===== config.mk =====
export PLATFORM = sky130hd
export DESIGN_NAME = if_stage
export DESIGN_NICKNAME = d
export VERILOG_FILES = /design/src/rtl/if_stage.sv
export SDC_FILE = /design/constraint.sdc
export NUM_CORES = 1
export LEC_CHECK = 0
export CAP_MARGIN = 15
export CORE_MARGIN = 4
export CORE_UTILIZATION = 35
export DETAILED_ROUTE_END_ITERATION = 8
export GPL_TIMING_DRIVEN = 1
export PLACE_DENSITY_LB_ADDON = 0.12
export SLEW_MARGIN = 5
export SYNTH_ARGS = -nofsm -noshare
export SYNTH_HDL_FRONTEND = slang
export SYNTH_SLANG_ARGS = --single-unit

===== constraint.sdc =====
create_clock -name clk -period 7.9 [get_ports clk]
set_clock_uncertainty 0.1 [all_clocks]
set_input_delay 1.58 -clock clk [delete_from_list [all_inputs] [get_ports clk]]
set_output_delay 1.58 -clock clk [all_outputs]
set_load 0.02 [all_outputs]

===== src/rtl/if_stage.sv =====
// ---------------------------------------------------------------------------
// if_stage : instruction-fetch stage of the 5-stage MIPS pipeline.
//
// Owns the fetch PC and selects the next PC from one of four sources:
// sequential (npc_seq from the external NPC block), branch, jump or
// jump-register. It drives the instruction-memory address and holds the
// IF/ID pipeline register.
//
// Control transfers are resolved in D. The architecture has one delay slot,
// so a redirect never squashes the instruction that is already fetched.
//
// Ports
//   clk        in   1   system clock, rising edge
//   reset      in   1   synchronous, active-high reset
//   stall      in   1   hold PC and IF/ID
//   flush      in   1   turn IF/ID into a bubble (overrides stall for IF/ID)
//   npc_sel    in   2   00 seq, 01 branch, 10 j/jal, 11 jr/jalr
//   imm16      in  16   branch offset of the instruction in D
//   imm26      in  26   jump index of the instruction in D
//   rs_val     in  32   forwarded rs value for jr/jalr
//   npc_seq    in  32   pc_F + 4 computed by the NPC block
//   pc_F       out 32   current fetch PC (also feeds the NPC block)
//   im_addr    out 32   instruction-memory address, equal to pc_F
//   im_rdata   in  32   instruction word, asynchronous read
//   instr_D    out 32   IF/ID instruction
//   pc_D       out 32   IF/ID address of instr_D
//   pc8_D      out 32   IF/ID link value pc_D + 8
//   valid_D    out  1   IF/ID holds a real instruction
//   err_D      out  1   IF/ID came from a misaligned / out-of-window fetch
//   fetch_cnt  out 32   count of valid instructions loaded into IF/ID
// ---------------------------------------------------------------------------
module if_stage #(
    parameter logic [31:0] RESET_PC = 32'h0000_3000,
    parameter logic [31:0] IM_BASE  = 32'h0000_3000,
    parameter logic [31:0] IM_SIZE  = 32'h0000_4000
) (
    input  logic        clk,
    input  logic        reset,
    input  logic        stall,
    input  logic        flush,
    input  logic [1:0]  npc_sel,
    input  logic [15:0] imm16,
    input  logic [25:0] imm26,
    input  logic [31:0] rs_val,
    input  logic [31:0] npc_seq,
    output logic [31:0] pc_F,
    output logic [31:0] im_addr,
    input  logic [31:0] im_rdata,
    output logic [31:0] instr_D,
    output logic [31:0] pc_D,
    output logic [31:0] pc8_D,
    output logic        valid_D,
    output logic        err_D,
    output logic [31:0] fetch_cnt
);

    localparam int unsigned XLEN = 32;

    localparam logic [1:0] SEL_SEQ = 2'b00;
    localparam logic [1:0] SEL_BR  = 2'b01;
    localparam logic [1:0] SEL_J   = 2'b10;
    localparam logic [1:0] SEL_JR  = 2'b11;

    // One extra bit so IM_BASE + IM_SIZE cannot wrap at the top of memory.
    localparam logic [XLEN:0] IM_END = {1'b0, IM_BASE} + {1'b0, IM_SIZE};

    // IF/ID pipeline register payload.
    typedef struct packed {
        logic [XLEN-1:0] instr;
        logic [XLEN-1:0] pc;
        logic [XLEN-1:0] pc8;
        logic            valid;
        logic            err;
    } ifid_t;

    logic [XLEN-1:0] pc_q, pc_d;
    ifid_t           ifid_q, ifid_d;
    logic [XLEN-1:0] cnt_q, cnt_d;

    logic [XLEN-1:0] br_off;
    logic [XLEN-1:0] br_tgt;
    logic [XLEN-1:0] j_tgt;
    logic [XLEN-1:0] jr_tgt;
    logic [XLEN-1:0] next_pc;
    logic            fetch_err;

    // Redirect targets, all relative to the instruction currently in D.
    always_comb begin
        br_off = {{14{imm16[15]}}, imm16, 2'b00};
        br_tgt = ifid_q.pc + XLEN'(4) + br_off;
        j_tgt  = {ifid_q.pc[31:28], imm26, 2'b00};
        jr_tgt = rs_val;
    end

    // Next-PC select; a redirect from an empty D slot falls back to sequential.
    always_comb begin
        next_pc = npc_seq;
        if (ifid_q.valid) begin
            unique case (npc_sel)
                SEL_SEQ: next_pc = npc_seq;
                SEL_BR:  next_pc = br_tgt;
                SEL_J:   next_pc = j_tgt;
                SEL_JR:  next_pc = jr_tgt;
                default: next_pc = npc_seq;
            endcase
        end
    end

    // Fetch fault: misaligned, below the window or at/after its end.
    always_comb begin
        fetch_err = (pc_q[1:0] != 2'b00)
                 || (pc_q < IM_BASE)
                 || ({1'b0, pc_q} >= IM_END);
    end

    // PC next state: stall freezes the PC and drops any redirect.
    always_comb begin
        pc_d = pc_q;
        if (!stall) begin
            pc_d = next_pc;
        end
    end

    // IF/ID next state and fetch counter; flush beats stall here only.
    always_comb begin
        ifid_d = ifid_q;
        cnt_d  = cnt_q;
        if (flush) begin
            ifid_d.instr = '0;
            ifid_d.valid = 1'b0;
            ifid_d.err   = 1'b0;
        end else if (!stall) begin
            ifid_d.instr = fetch_err ? '0 : im_rdata;
            ifid_d.pc    = pc_q;
            ifid_d.pc8   = pc_q + XLEN'(8);
            ifid_d.valid = 1'b1;
            ifid_d.err   = fetch_err;
            cnt_d        = cnt_q + XLEN'(1);
        end
    end

    // State registers with synchronous reset.
    always_ff @(posedge clk) begin
        if (reset) begin
            pc_q   <= RESET_PC;
            ifid_q <= '0;
            cnt_q  <= '0;
        end else begin
            pc_q   <= pc_d;
            ifid_q <= ifid_d;
            cnt_q  <= cnt_d;
        end
    end

    assign pc_F      = pc_q;
    assign im_addr   = pc_q;
    assign instr_D   = ifid_q.instr;
    assign pc_D      = ifid_q.pc;
    assign pc8_D     = ifid_q.pc8;
    assign valid_D   = ifid_q.valid;
    assign err_D     = ifid_q.err;
    assign fetch_cnt = cnt_q;

endmodule

==> results.ini <==
[critical_path]
path_class=in2reg
path_max_fanout=4
cp-end-kind=flip-flop
arrival_ns=4.83
startpoint_type=input port
worstPathRequired_ns=8.11

[global_routing]
overflow=0
grt_pass1_wl_mm=54.54
grt_pass1_vias=9122
antenna_found_initial=3
grt_max_degree=90
grt_use_total_pct=23.80

[route]
first_pass_iters=5
ant_nets=0
wl_met1_mm=16.80
drt_iter0_markers=593
dr_total_vias=9657
met2WireLength_mm=17.34
highest_layer=met4
drc=0
routed_wl_mm=36.73
met3_length_mm=1.911
via_per_inst=5.347
wl_per_cell_um=20.33

[synthesis]
muxShareOfSynthArea_pct=2.702
synth.net_count=1397
synth-main-ff-cell=dfxtp_1
yosys.area_share.simple_pct=21.23
syn_inst=1193
synth_seq_area_share_pct=33.70
synth_area_leaders=dfxtp_1 (34%), ha_1 (7.8%), nand2_1 (6.0%), a21oi_1 (5.9%), nor2_1 (5.6%)
syn_area_per_cell_um2=7.917
synth_cell_types=73
synth_warnings=0
syn_area_um2=9445
synth_edf_count=0
synthArstFlopShare_pct=0
synth_top_family_by_area=compound AO/OA/AOI/OAI gates
synth.top_cell.area_share_pct=33.70
synth_compound_area_share_pct=21.53
synth_seq_cells=159
synth_xor_area_share_pct=6.027
synthAdderAreaFrac_pct=8.028
synth_top_cell_by_area=dfxtp_1

[timing]
setup_viol=0
setup_tns_ns=0
hold_viol=0
max_freq_ghz=0.2165
finalCritPeriodShare_pct=58.48
worst_slack_ns=3.280
rsz0062_at_grt=false
tightest_slew_ns=1.181
fin_crit_ns=4.620
maxSlewHeadroom_pct=21.29
slew_viol_final=0

[layout]
final_util_pct=51.09
syn2layout_area_growth_pct=42.14
nNetsFinal=1659
drive_gt1_share_pct=4.700

[die]
row_count=59
ios=338
initial_utilization_pct=35.94
die_x_um=172.3
core_um2=26280
dieArea_um2=29680
die_h_um=172.3

[power]
vdd_drop_max_uv=147.1
comb_power_share_pct=19.9
switching_power_uw=693.2
power.density_nw_per_um2=163.7
p_leak_nw=5.101
power_frac_seq_pct=40.1
power.internal_mw=1.505
p_clk_share_pct=40.0
swShare_pct=31.54

[place]
hpwl_mm=27.30
dp_slack_ns=2.914
portBuffers=337
routabilityCongestion=0.9125

[cts]
clkSinkCount=159
h-tree-depth=4
hold_buffers=0
cts_setup_buffers=0
cts_resized=0
insertion_delay_ns=0.43
root_buffer=clkbuf_16
cts_inserted_buffers=17
cts_tree=done
clkTransAtPathRegs_ns=0.07
clk_path_buf_depth=2

[flow_run]
drv_cap=0

[outcome]
status=complete, no violations

[worst_hold_path]
hp-class=reg2reg

cells by family (layout without fill, tap and decap cells):
family | after synthesis | after routing
xor gates and xnor gates | 65 | 65
adders and majority gates | 60 | 60
AOI/OAI and AO/OA | 324 | 324
buffers and inverters | 131 | 406
and+or+nand+nor | 430 | 430
other | 0 | 3
muxes | 24 | 24
DFF | 159 | 159
cell usage in the layout (no fill, tap or decap), types with 3 or more instances in the layout:
cell / synthesis / final
xor2_1: 39 / 39
nand2b_1: 6 / 6
o31ai_1: 4 / 4
a311oi_1: 7 / 7
nor3b_1: 3 / 3
nor2b_1: 8 / 8
a22oi_1: 34 / 34
or3_1: 20 / 20
buf_4: 35 / 14
ha_1: 59 / 59
a21oi_1: 112 / 112
and2_1: 5 / 5
inv_1: 25 / 25
dfxtp_1: 159 / 159
nand4_1: 17 / 17
inv_8: 0 / 4
and4_1: 4 / 4
a31oi_1: 6 / 6
clkinv_8: 0 / 5
clkdlybuf4s50_1: 0 / 334
a21o_1: 15 / 15
nor3_1: 15 / 14
o21ai_0: 67 / 67
and3_1: 14 / 14
nand2_1: 151 / 151
clkbuf_16: 0 / 17
o22ai_1: 6 / 6
xnor2_1: 26 / 26
a211oi_1: 30 / 30
or2_2: 3 / 3
diode_2: 0 / 3
mux2i_1: 21 / 21
nand3_1: 23 / 23
o21bai_1: 3 / 3
nor4_1: 7 / 7
o22a_1: 6 / 6
nor2_1: 141 / 140
a221oi_1: 5 / 5
area by class of cell:
| cell class | instances | area, um^2 |
|---|---|---|
| well taps | 335 | 419.2 |
| flip-flops and latches | 159 | 3183 |
| repair buffers | 349 | 3453 |
| diodes | 3 | 7.507 |
| multi-input cells | 903 | 5638 |
| clock buffers | 18 | 439.2 |
| clock inverters | 14 | 191.4 |
| fillers | 2593 | 12850 |
| inverters | 25 | 93.84 |
critical path, cell delays in order:
cell and delay [ns]:
clkdlybuf4s50_1 0.46, inv_1 0.04, ha_1 0.19, inv_1 0.06, ha_1 0.16, inv_1 0.06
fa_1 0.40, and2b_1 0.24, o2111ai_1 0.15, a21oi_1 0.29, a21oi_1 0.23, o41ai_2 0.43
a2111oi_0 0.18, or3_1 0.38
registers in the layout, indices dropped and copies added, names as in the netlist:
register,count
err_D,1
fetch_cnt,32
im_addr,32
instr_D,32
pc8_D,29
pc_D,32
valid_D,1
per-layer routing:
| layer | vias to the layer above | track usage (%) |
|---|---|---|
| met5 | - | 0 |
| met4 | 0 | 5.605 |
| met3 | 48 | 4.527 |
| met2 | 311 | 39.08 |
| met1 | 4554 | 32.53 |
| li1 | 4744 | - |
through the flow:
| stage | instance area [um^2] | total power [mW] | std cells | hold slack [ns] |
|---|---|---|---|---|
| finish | 13430 | 2.198 | 1806 | 0.3619 |
| global route | 13430 | 2.291 | 1806 | 0.3888 |
| CTS | 13420 | 2.217 | 1803 | 0.3653 |
| detailed placement | 12790 | 1.335 | 1771 | 0.3552 |
| global placement | 12790 | 1.335 | 1771 | 0.3499 |
| floorplan | 9445 | 1.118 | 1193 | 0.4345 |
power groups by stage:
stage	Clock [mW]	Combinational [mW]	Sequential, mW
floorplan	0	0.211	0.907
global placement	0	0.436	0.900
detailed placement	0	0.435	0.900
CTS	0.899	0.438	0.881
global route	0.931	0.474	0.885
finish	0.880	0.437	0.881
path summary, 6_finish.rpt:
check / startpoint / end / slack (ns) / depth (start not counted)
max: imm16[0] / im_addr[31]$_SDFFE_PP0N_ / 3.28 / 14
min: pc8_D[4]$_SDFFE_PP0P_ / pc8_D[4]$_SDFFE_PP0P_ / 0.36 / 2
max reg2reg: pc_D[2]$_SDFFE_PP0P_ / im_addr[31]$_SDFFE_PP0N_ / 4.47 / 13
min reg2reg: pc8_D[4]$_SDFFE_PP0P_ / pc8_D[4]$_SDFFE_PP0P_ / 0.36 / 2
cells in the mapped netlist (14+ instances only):
library cell and instances:
mux2i_1 21, xor2_1 39, a22oi_1 34, o21ai_0 67, inv_1 25, nand4_1 17, nand3_1 23, clkbuf_1 47
dfxtp_1 159, buf_1 15, nor3_1 15, a211oi_1 30, a21o_1 15, nor2_1 141, and3_1 14, xnor2_1 26
or3_1 20, a21oi_1 112, buf_4 35, ha_1 59, nand2_1 151
(Power assumes the default switching activity.)
